**src/rtl/ber_cmd_ctrl.sv**
```systemverilog
// Command controller between the soft-core GPIO and the I/Q PRBS9+BPSK BER datapaths.
// Decodes strobed GPO commands, drives TX/RX enables and offset, stretches a soft reset
// and returns coherent BER counter snapshots 32 bits at a time on GPI.
//
//  state   | meaning
//  --------+------------------------------------------------------------
//  S_IDLE  | waiting for a rising strobe on the registered GPO word
//  S_EXEC  | executing the latched opcode for one cycle
//  S_PULSE | holding o_sys_reset high while the pulse timer counts down
//  S_WAIT  | waiting for the strobe to drop before re-arming
module ber_cmd_ctrl #(
    parameter int NB_GPIOS   = 32,
    parameter int NB_CNT     = 64,
    parameter int RST_CYCLES = 16
) (
    input  logic                clock,
    input  logic                i_reset,
    input  logic [NB_GPIOS-1:0] i_gpo,
    input  logic [NB_CNT-1:0]   i_bit_count_i,
    input  logic [NB_CNT-1:0]   i_error_count_i,
    input  logic [NB_CNT-1:0]   i_bit_count_q,
    input  logic [NB_CNT-1:0]   i_error_count_q,
    output logic [NB_GPIOS-1:0] o_gpi,
    output logic                o_tx_enable,
    output logic                o_rx_enable,
    output logic [1:0]          o_offset,
    output logic                o_sys_reset,
    output logic                o_busy
);

    typedef enum logic [1:0] {
        S_IDLE  = 2'd0,
        S_EXEC  = 2'd1,
        S_PULSE = 2'd2,
        S_WAIT  = 2'd3
    } state_t;

    localparam logic [7:0] OP_NOP    = 8'h00;
    localparam logic [7:0] OP_SRST   = 8'h01;
    localparam logic [7:0] OP_SET_TX = 8'h02;
    localparam logic [7:0] OP_SET_RX = 8'h03;
    localparam logic [7:0] OP_SETOFS = 8'h04;
    localparam logic [7:0] OP_SNAP   = 8'h05;
    localparam logic [7:0] OP_READ   = 8'h06;
    localparam logic [7:0] OP_STATUS = 8'h07;

    localparam logic [7:0] PULSE_LEN = 8'(RST_CYCLES);

    state_t              state;
    state_t              state_nx;
    logic [NB_GPIOS-1:0] gpo_q;
    logic                strb_d;
    logic                start;
    logic [7:0]          op;
    logic [2:0]          arg;
    logic [7:0]          pulse_cnt;

    logic [NB_CNT-1:0]   shd_bit_i;
    logic [NB_CNT-1:0]   shd_err_i;
    logic [NB_CNT-1:0]   shd_bit_q;
    logic [NB_CNT-1:0]   shd_err_q;
    logic [31:0]         rd_word;
    logic                shd_zero;
    logic                unused_gpo;

    // Only opcode, strobe and the low three argument bits carry meaning.
    assign unused_gpo = ^gpo_q[22:3];

    assign start  = (state == S_IDLE) && gpo_q[23] && !strb_d;
    assign o_busy = (state != S_IDLE);

    always_ff @(posedge clock or negedge i_reset) begin
        if (!i_reset) begin
            gpo_q  <= '0;
            strb_d <= 1'b0;
        end else begin
            gpo_q  <= i_gpo;
            strb_d <= gpo_q[23];
        end
    end

    always_ff @(posedge clock or negedge i_reset) begin
        if (!i_reset) begin
            state <= S_IDLE;
        end else begin
            state <= state_nx;
        end
    end

    always_comb begin
        state_nx = state;
        case (state)
            S_IDLE:  if (start) state_nx = S_EXEC;
            S_EXEC:  state_nx = (op == OP_SRST) ? S_PULSE : S_WAIT;
            S_PULSE: if (pulse_cnt == 8'd1) state_nx = S_WAIT;
            S_WAIT:  if (!gpo_q[23]) state_nx = S_IDLE;
            default: state_nx = S_IDLE;
        endcase
    end

    always_comb begin
        rd_word = 32'd0;
        case (arg)
            3'd0: rd_word = shd_bit_i[31:0];
            3'd1: rd_word = shd_bit_i[63:32];
            3'd2: rd_word = shd_err_i[31:0];
            3'd3: rd_word = shd_err_i[63:32];
            3'd4: rd_word = shd_bit_q[31:0];
            3'd5: rd_word = shd_bit_q[63:32];
            3'd6: rd_word = shd_err_q[31:0];
            3'd7: rd_word = shd_err_q[63:32];
            default: rd_word = 32'd0;
        endcase
    end

    assign shd_zero = (shd_err_i == '0) && (shd_err_q == '0);

    always_ff @(posedge clock or negedge i_reset) begin
        if (!i_reset) begin
            op          <= '0;
            arg         <= '0;
            pulse_cnt   <= '0;
            o_gpi       <= '0;
            o_tx_enable <= 1'b0;
            o_rx_enable <= 1'b0;
            o_offset    <= '0;
            o_sys_reset <= 1'b0;
            shd_bit_i   <= '0;
            shd_err_i   <= '0;
            shd_bit_q   <= '0;
            shd_err_q   <= '0;
        end else begin
            if (start) begin
                op  <= gpo_q[31:24];
                arg <= gpo_q[2:0];
            end

            if (state == S_EXEC) begin
                case (op)
                    OP_NOP: o_gpi <= 32'h0000_0000;
                    OP_SRST: begin
                        o_tx_enable <= 1'b0;
                        o_rx_enable <= 1'b0;
                        o_offset    <= 2'd0;
                        o_sys_reset <= 1'b1;
                        pulse_cnt   <= PULSE_LEN;
                        o_gpi       <= 32'h0000_0001;
                    end
                    OP_SET_TX: begin
                        o_tx_enable <= arg[0];
                        o_gpi       <= {op, 24'd0};
                    end
                    OP_SET_RX: begin
                        o_rx_enable <= arg[0];
                        o_gpi       <= {op, 24'd0};
                    end
                    OP_SETOFS: begin
                        o_offset <= arg[1:0];
                        o_gpi    <= {op, 24'd0};
                    end
                    OP_SNAP: begin
                        shd_bit_i <= i_bit_count_i;
                        shd_err_i <= i_error_count_i;
                        shd_bit_q <= i_bit_count_q;
                        shd_err_q <= i_error_count_q;
                        o_gpi     <= 32'h0000_0005;
                    end
                    OP_READ:   o_gpi <= rd_word;
                    OP_STATUS: o_gpi <= {24'd0, 3'd0, shd_zero, o_offset, o_rx_enable, o_tx_enable};
                    default:   o_gpi <= {16'hBAD0, 8'h00, op};
                endcase
            end

            // pulse_cnt holds the clocks still to go, so the last high cycle sees 1.
            if (state == S_PULSE) begin
                pulse_cnt <= pulse_cnt - 8'd1;
                if (pulse_cnt == 8'd1) o_sys_reset <= 1'b0;
            end
        end
    end

endmodule
```
**config.mk**
```make
export PLATFORM = sky130hd
export DESIGN_NAME = ber_cmd_ctrl
export DESIGN_NICKNAME = d
export VERILOG_FILES = /design/src/rtl/ber_cmd_ctrl.sv
export SDC_FILE = /design/constraint.sdc
export NUM_CORES = 1
export LEC_CHECK = 0
export BUFFER_PORTS_ARGS = -buffer_cell sky130_fd_sc_hd__buf_2
export CORE_MARGIN = 2
export CORE_UTILIZATION = 35
export DETAILED_ROUTE_END_ITERATION = 8
export PLACE_DENSITY = 0.65
export RECOVER_POWER = 25
export SETUP_SLACK_MARGIN = 0.15
export SLEW_MARGIN = 20
export SYNTH_ARGS = -nofsm -noshare
export SYNTH_HDL_FRONTEND = slang
export SYNTH_SLANG_ARGS = --single-unit
```
**constraint.sdc**
```tcl
create_clock -name clock -period 2.2 [get_ports clock]
set_input_delay 0.22 -clock clock [delete_from_list [all_inputs] [get_ports clock]]
set_output_delay 0.22 -clock clock [all_outputs]
set_load 0.005 [all_outputs]
```
### Word level (Yosys, flattened, before mapping)

Index checks and enable logic that the tools add are counted.

| storage, ports and cells | value |
|---|---|
| bits of input ports | 290 |
| RAM bits | 0 |
| flip-flop bits (word level) | 347 |
| output and inout bits | 38 |
| memory bits (read-only) | 0 |
| memories kept | 0 |
| latch bits | 0 |
| word-level logic and storage cells | 76 |

| cells by class | value |
|---|---|
| div/mod/pow operators | 0 |
| reductions and logical operators | 22 |
| $mul | 0 |
| shift-type cells | 0 |
| add/sub/neg operators | 1 |
| muxes and demuxes | 17 |
| $lt $le $gt $ge | 0 |
| equal/unequal tests | 21 |
| bitwise gates (word level) | 0 |

Operators with widths:

| kind | number |
|---|---|
| 32-bit case mux with 8 select lines | 1 |
| 32-bit case mux with 6 select lines | 1 |
| 64-bit logical NOT | 2 |
| 8-bit by 3-bit == test with 1-bit output, second input constant | 4 |
| 8-bit two-way mux | 3 |
| 8-bit by 1-bit == test with 1-bit output, second input constant | 2 |
| 8-bit by 2-bit == test with 1-bit output, second input constant | 2 |
| 3-bit == test, second input constant | 4 |
| 2-bit nonzero test | 6 |
| 2-bit AND reduction | 5 |
| 8-bit logical NOT | 1 |
| 2-bit case mux with 4 select lines | 1 |
| 8-bit by 1-bit subtractor with 8-bit output, second input constant | 1 |
| 3-bit by 2-bit == test with 1-bit output, second input constant | 2 |
| 2-bit two-way mux | 3 |
| 2-bit inequality test, second input constant | 3 |
| 1-bit two-way mux | 5 |
| 2-bit == test, second input constant | 2 |
| 1-bit case mux with 2 select lines | 2 |
| 2-bit case mux with 2 select lines | 1 |
| 3-bit by 1-bit == test with 1-bit output, second input constant | 1 |
| 1-bit logical AND | 3 |
| 3-bit logical NOT | 1 |
| 3-bit AND reduction | 1 |
| other kinds (4) | 4 |

### Longest topological paths before layout

Gate-level depths: netlist of the first run.

| logic depth | value |
|---|---|
| word-level depth | 5 |
| mapped depth | 10 |
| gate-level depth less buffers | 7 |

### Worst setup path after synthesis of the first run

No wires, ideal clock.

| timing | value |
|---|---|
| path kind | reg2reg |
| start | reg state[1] |
| end | reg shd_bit_i[50] |
| setup time | 127 ps |
| setup slack | 186 ps |
| required time | 2073 ps |
| arrival time | 1887 ps |
| stages on the path, launching flop included | 10 |
| buffers on the path | 4 |
| clock period less this slack | 2014 ps |
| cells stage by stage | dfrtp_1 inv_1 ha_1 clkbuf_1 and3_1 and3_1 buf_6 buf_12 buf_6 mux2_1 |

| on the way | value |
|---|---|
| cells in the longest elaborated chain, start to end | 2 |

Ends and longest elaborated chain:

| element | line | source |
|---|---|---|
| start: declaration | 49 | `state_t state;` |
| start signal: assignment | 86 | `state <= state_nx;` |
| 2-bit by 1-bit == test with 1-bit output | 138 | `if (state == S_EXEC) begin` |
| 2-bit AND reduction (no line) | - |  |
| end signal: assignment | 162 | `shd_bit_i <= i_bit_count_i;` |
| end: declaration | 58 | `logic [NB_CNT-1:0] shd_bit_i;` |

No other way between the ends.
A chain may end at the register's enable or synchronous reset.

### Final worst setup path of the first run

| timing | value |
|---|---|
| start | reg state[1] |
| end | reg shd_err_q[18] |

| on the way | value |
|---|---|
| cells in the longest elaborated chain, start to end | 2 |

Ends and longest elaborated chain:

| element | line | source |
|---|---|---|
| 2-bit by 1-bit == test with 1-bit output | 138 |  |
| 2-bit AND reduction (no line) | - |  |
| end signal: assignment | 165 | `shd_err_q <= i_error_count_q;` |
| end: declaration | 61 | `logic [NB_CNT-1:0] shd_err_q;` |

No other way between the ends.

==> summary.md, run 1 <==
| Metric | Value |
|---|---|
| Area growth from synthesis to final layout | 50.3% |
| Power density over the cells | 1280 nW/µm² |
| Number of antenna-violating nets in the routed design | 0 |
| Post-synthesis average cell area | 13.3 µm² |
| I/O Buffers | 307 |
| Number of buffers added by the clock tree synthesis step | 38 |
| First element of the critical path | state[1] |
| Endpoints failing hold | 0 |
| Post-Synthesis Cells | 1126 |
| Die outline width | 211 µm |
| Worst hold slack | 319 ps |
| Kind of start point of the critical path | register |
| Sequential element share of the synthesized area | 54.8% |
| Vias in the first global route | 13000 |
| Crit path largest cell delay | 420 ps |
| Critical Path Sink Type | register |
| Clk pin slew, worst setup/hold paths | 60 ps |
| Clock Tree Root | clkbuf_16 |
| Most numerous cell in the Yosys netlist | dfrtp_1 |
| Die Footprint | 44400 µm² |
| Run status | completed |
| Time the final worst path needs with I/O delays and setup | 2070 ps |
| Cell area after placement | 17600 µm² |
| Clock sinks | 327 |
| Share of final-layout standard cells stronger than drive strength 1 | 41.8% |
| Syn. warnings | 0 |
| Fillcell total | 3387 |
| Clock Tree Buf Depth | 3 |
| Setup slack of the most critical reg-to-reg path | 130 ps |
| Vias per Instance | 5.25 |
| Post-synthesis register bit count | 327 |
| Slowest cell on the critical path | dfrtp_1 |
| Vertical extent of the die | 211 µm |
| Share of the cycle needed by the critical path after routing | 94.0% |
| Top achievable clock speed | 0.483 GHz |
| Post-route setup slack | 131 ps |
| Count of maximum capacitance violations | 0 |
| Final std cell area, no fill | 22500 µm² |
| EDFF count, synth | 0 |
| Number of levels in the clock H-tree | 2 |
| Post-synth top area share | 54.8% |
| Overall overflow remaining after global route | 0 |
| Total negative slack for setup checks | 0 ps |
| Most used flip-flop cell after synthesis | dfrtp_1 |
| Placed wire-length estimate after detailed placement | 34.9 mm |
| Clock Skews | 8.35 ps |
| NumNets Final | 2068 |
| I/O Pins | 328 |
| Core outline area | 42000 µm² |
| Power after layout | 28.7 mW |
| Most area-consuming cells after synthesis | dfrtp_1, mux2_2, mux2_1 |
| Finished Core Util | 53.4% |
| Latest clock arrival within the worst-skew pair | 540 ps |
| Worst voltage drop across the vdd grid | 0.885 mV |
| Vias after detailed routing | 12300 |
| Antenna violations before repair | 15 |
| Async S/R FF share, synth | 100% |
| Classification of the worst setup path | register to register |
| Endpoint arrival time on the critical path | 2490 ps |
| Synthesized netlist net count | 1423 |
| Dpl ws | 15.8 ps |
| Max-slew violation count | 0 |
| Cell types with the highest counts after synthesis | dfrtp_1, mux2_2, o21ai_0 |
| Initial Utilization | 35.5% |
| Hold path endpoint | gpo_q[23] |
| Static Leakage | 10.6 nW |
| Post-synthesis cell type count | 58 |
| Number of cells after detailed placement | 1972 |
| Initial drt markers | 692 |
| Maximum number of pins on one net before global-route repair | 81 |
| Required time of the critical path | 2620 ps |
| Final Non-Filler Cells | 2344 |
| Post-synth top area cell | dfrtp_1 |
| Worst r2r dst | shd_err_q[18] |
| Crit Path Max Fanout | 25 |
| Routed len/inst | 22.7 µm |
| Hold/Removal Path Class | input pin to register |
| Final setup violation count | 0 |
| Number of cell instances on the worst register-to-register path | 7 |
| Worst flop-to-flop path startpoint | state[1] |
| Site Rows | 75 |
| RSZ-0062 raised after global routing | true |
| Routed Wire Length | 53.3 mm |
| DRC | 0 |
| Transition at the pin with the smallest max-transition slack | 1480 ps |
| First-pass iteration count of the detailed router | 6 |
| Hold wc startpoint | i_gpo[23] |
| Sequence of cells on the critical path | inv_1 -> ha_2 -> and3_1 -> and3_4 -> buf_12 -> buf_16 -> mux2_2 |
| Relative slew slack | 1.09% |
| Aggregate global-route resource usage | 23.1% |
| Mapped cell area | 14900 µm² |
| Hold path depth | 2 |
| First-pass GRT wire length | 76.8 mm |
| TritonCTS clock tree | done |
| Last weighted congestion value of the routability-driven placer | 0.803 |
-- final cells by class --
type                       instances  area [µm²]  area share (%)
antenna                           12        30.0           0.134
clock inverter                    11         180           0.802
clock buffer                      51        1100            4.92
tap                              539         674            3.00
multi-input combinational        692        6510            29.0
inverter                          27         101           0.451
sequential                       327        8190            36.5
timing repair buffer             685        5660            25.2
-- kinds of logic after synthesis --
family	Yosys count	share of synthesized area, %
adders and majority gates	7	0.586
AOI/OAI and AO/OA	198	8.84
muxes	326	26.0
DFF	327	54.8
buffers and inverters	107	4.22
and+or+nand+nor	161	5.61
-- cells in the final DEF (no fill, tap or decap), types with 8 or more instances in the layout --
cell type,count
dfrtp_1,324
buf_2,297
dlygate4sd3_1,269
mux2_2,176
mux2_4,60
buf_4,55
o21ai_0,52
clkbuf_16,50
mux2_1,46
nand2_1,45
nor2_1,29
nor4_1,27
buf_12,26
inv_1,25
mux2i_1,23
mux4_2,21
a21oi_1,20
o22ai_1,16
clkbuf_1,16
nand3_1,15
a22o_1,14
diode_2,12
a31oi_1,11
o21a_1,8
a21o_1,8
o22a_1,8
o2bb2ai_1,8
-- registers in the layout, indices dropped and copies added, names as in the netlist, 3 cells and up --
register   cells
arg            3
shd_err_i     64
o_gpi         32
shd_err_q     64
gpo_q         12
shd_bit_i     64
pulse_cnt      8
shd_bit_q     64
op             8
-- worst max-delay path: cells and delay by family, from the launching register on --
family / cells / cell delay [ps]
buffers and inverters: 3 / 500
and+or+nand+nor: 2 / 430
DFF: 1 / 420
muxes: 1 / 360
adders and majority gates: 1 / 200
-- worst max path at each step --
| stage | endpoint | slack (ps) |
|---|---|---|
| floorplan | shd_bit_i[50] | 190 |
| global placement | o_gpi[26] | -2 |
| detailed placement | o_gpi[4] | 20 |
| CTS | shd_err_i[55] | 110 |
| global route | shd_err_q[18] | 50 |
| finish | shd_err_q[18] | 130 |
-- layer usage --
metal	track usage (%)	part of all wire [%]	vias to the layer above
li1	-	-	5478
met1	29.7	42	6207
met2	38.0	49	487
met3	4.20	5.6	129
met4	10.4	3.8	6
met5	0	0.069	-
-- what timing repair did --
| action | in CTS | in global routing |
|---|---|---|
| cloned | 2 | 10 |
| pin swaps | 1 | 5 |
| resized for setup | 12 | 102 |
| hold buffers | 269 | 0 |
| setup buffers | 5 | 12 |
| endpoints found under the hold margin | 357 | 0 |
| setup endpoints to repair | 239 | 267 |
-- report_power, final --
part | leakage [nW] | internal (mW) | total (mW) | switching, mW
clock network | 0.635 | 4.08 | 6.61 | 2.53
registers | 4.33 | 8.65 | 10.9 | 2.28
logic | 5.67 | 5.95 | 11.2 | 5.26
total | 10.6 | 18.7 | 28.7 | 10.1
Power figures use the tool's default switching activity.
==> inputs of run 2 (changes only) <==
Settings changed: PLACE_DENSITY 0.65 to 0.67.
Clock period 2.2 ns to 1.79 ns, I/O delays scaled along.
==> summary.md, run 2 (same netlist as run 1, synthesis figures left out) <==
| Metric | Value |
|---|---|
| Run status | complete, but fails checks |
| Violated checks | negative setup slack |
| First-pass iteration count of the detailed router | 4 |
| Transition at the pin with the smallest max-transition slack | 1460 ps |
| Relative slew slack | 2.83% |
| Power share of the clock group | 20.9% |
| Clock Tree Buf Depth | 3 |
| Levels on crit path | 7 |
| I/O Buffers | 307 |
| Core outline area | 42000 µm² |
| Last weighted congestion value of the routability-driven placer | 0.847 |
| Slowest cell on the critical path | dfrtp_1 |
| Vias per Instance | 5.38 |
| Max-slew violation count | 0 |
| Required time of the critical path | 2220 ps |
| Switching Fraction | 35.3% |
| Hold path depth | 2 |
| Comb pwr share | 44.3% |
| Clk pin slew, worst setup/hold paths | 60 ps |
| Power after layout | 39.4 mW |
| Die Footprint | 44400 µm² |
| TritonCTS clock tree | done |
| Die outline width | 211 µm |
| Routed Wire Length | 61.4 mm |
| Vias after detailed routing | 13100 |
| Net load switching power | 13.9 mW |
| Routed len/inst | 25.1 µm |
| Overall overflow remaining after global route | 0 |
| Worst voltage drop across the vdd grid | 0.966 mV |
| Aggregate global-route resource usage | 24.7% |
| Placed wire-length estimate after detailed placement | 36.5 mm |
| Number of cell instances on the worst register-to-register path | 7 |
| Sequence of cells on the critical path | nor4_4 -> and2_4 -> and3_4 -> buf_12 -> clkbuf_16 -> clkbuf_16 -> mux2_4 |
| Crit Path Max Fanout | 8 |
| Endpoints failing hold | 0 |
| First-pass GRT wire length | 82.2 mm |
| Endpoint arrival time on the critical path | 2500 ps |
| Time the final worst path needs with I/O delays and setup | 2070 ps |
| Clock Skews | 28.6 ps |
| Number of levels in the clock H-tree | 2 |
| Site Rows | 75 |
| Crit path largest cell delay | 410 ps |
| Power share of the sequential group | 34.8% |
| Final setup violation count | 296 |
| Static Leakage | 11.5 nW |
| Vias in the first global route | 13800 |
| DRC | 0 |
| Initial Utilization | 35.5% |
| Classification of the worst setup path | register to register |
| Kind of start point of the critical path | register |
| Power density over the cells | 1600 nW/µm² |
| Post-route setup slack | -280 ps |
| Share of final-layout standard cells stronger than drive strength 1 | 50.7% |
| I/O Pins | 328 |
| Internal power | 25.5 mW |
| Clock sinks | 327 |
| Initial drt markers | 705 |
| Top achievable clock speed | 0.483 GHz |
| Sum of buffers and inverters on the critical path | 3 |
| Critical Path Sink Type | register |
| RSZ-0062 raised after global routing | true |
| Highest-count cells in the layout ignoring fill and taps | dfrtp_1, buf_2, dlygate4sd3_1 |
| Finished Core Util | 58.6% |
| Latest clock arrival within the worst-skew pair | 560 ps |
| Count of maximum capacitance violations | 0 |
| Vertical extent of the die | 211 µm |
| Fillcell total | 3136 |
| Number of antenna-violating nets in the routed design | 0 |
| Area growth from synthesis to final layout | 64.9% |
| NumNets Final | 2173 |
| Clock Tree Root | clkbuf_16 |
| Share of the cycle needed by the critical path after routing | 116% |
| Cell occurring most often along the worst timing path | clkbuf_16 |
| Maximum number of pins on one net before global-route repair | 65 |
| Hold/Removal Path Class | input pin to register |
| Leading cell type in the layout, fill and taps excluded | dfrtp_1 |
| Antenna violations before repair | 6 |
| Dominant delay contributor by cell family on the critical path | simple AND/OR/NAND/NOR gates |
| Number of buffers added by the clock tree synthesis step | 38 |
==> run 2: changes by cell type in the layout (fill, tap and decap cells not counted), sizes merged <==
cell and delta:
buf +102, bufinv -1, clkbuf +9, clkinv -4
clkinvlp +2, diode -6, inv -1
==> run 2: cell type report <==
type                    instances  area, µm²  share of cell area [%]
well taps                     539        674                    2.74
flip-flops and latches        327       8200                    33.3
clock buffers                  57       1170                    4.73
inverters                      27        114                   0.462
repair buffers                790       6990                    28.4
clock inverters                 7        141                   0.574
diodes                          6       15.0                  0.0610
multi-input cells             692       7340                    29.8
==> run 2: routing by layer <==
layer | GRT usage (%) | share of wire (%)
met1 | 30.1 | 39
met5 | 0 | 0.024
met4 | 10.5 | 4.6
met2 | 43.5 | 50
met3 | 3.93 | 6.0
==> run 2: final timing paths <==
path,slack (ps),start,to
max in group asynchronous,140,i_reset,o_gpi[22]
hold / removal,280,i_gpo[23],gpo_q[23]
setup reg to reg,-280,op[7],shd_err_i[50]
hold reg to reg,450,gpo_q[23],strb_d
setup / recovery,-280,op[7],shd_err_i[50]
min in group asynchronous,520,i_reset,shd_err_q[13]
==> run 2: power groups by stage <==
stage / Sequential [mW] / Clock [mW] / Combinational (mW)
after global placement: 13.2 / 0 / 12.8
after detailed placement: 13.3 / 0 / 13.1
after global routing: 14.0 / 8.65 / 18.5
after floorplan: 12.2 / 0 / 7.73
after CTS: 13.3 / 8.31 / 14.8
final: 13.7 / 8.22 / 17.4
==> run 2: worst reg2reg max path, cell delays in order, from the launching register on <==
cell	delay, ps
dfrtp_1	410
nor4_4	320
and2_4	190
and3_4	220
buf_12	140
clkbuf_16	190
clkbuf_16	180
mux2_4	310
==> run 2: per-stage QoR <==
| stage | TNS [ps] | hold slack, ps | setup WS, ps | instance area, µm² | cells |
|---|---|---|---|---|---|
| 4_1_cts | -46280 | 121 | -206 | 22600 | 2390 |
| 2_1_floorplan | -17440 | -117 | -116 | 15000 | 1126 |
| 3_5_place_dp | -44970 | 128 | -317 | 18100 | 2036 |
| 3_3_place_gp | -35730 | 128 | -282 | 18100 | 2036 |
| 5_1_grt | -84270 | 270 | -339 | 24600 | 2444 |
| 6_report | -62780 | 279 | -280 | 24600 | 2445 |
==> run 2: repair_timing <==
item / in CTS / in global routing
resized for setup: 74 / 326
setup buffers: 18 / 21
setup endpoints to repair: 311 / 315
hold buffers: 269 / 0
endpoints found under the hold margin: 514 / 0
gates cloned: 3 / 28
pin swaps: 15 / 46
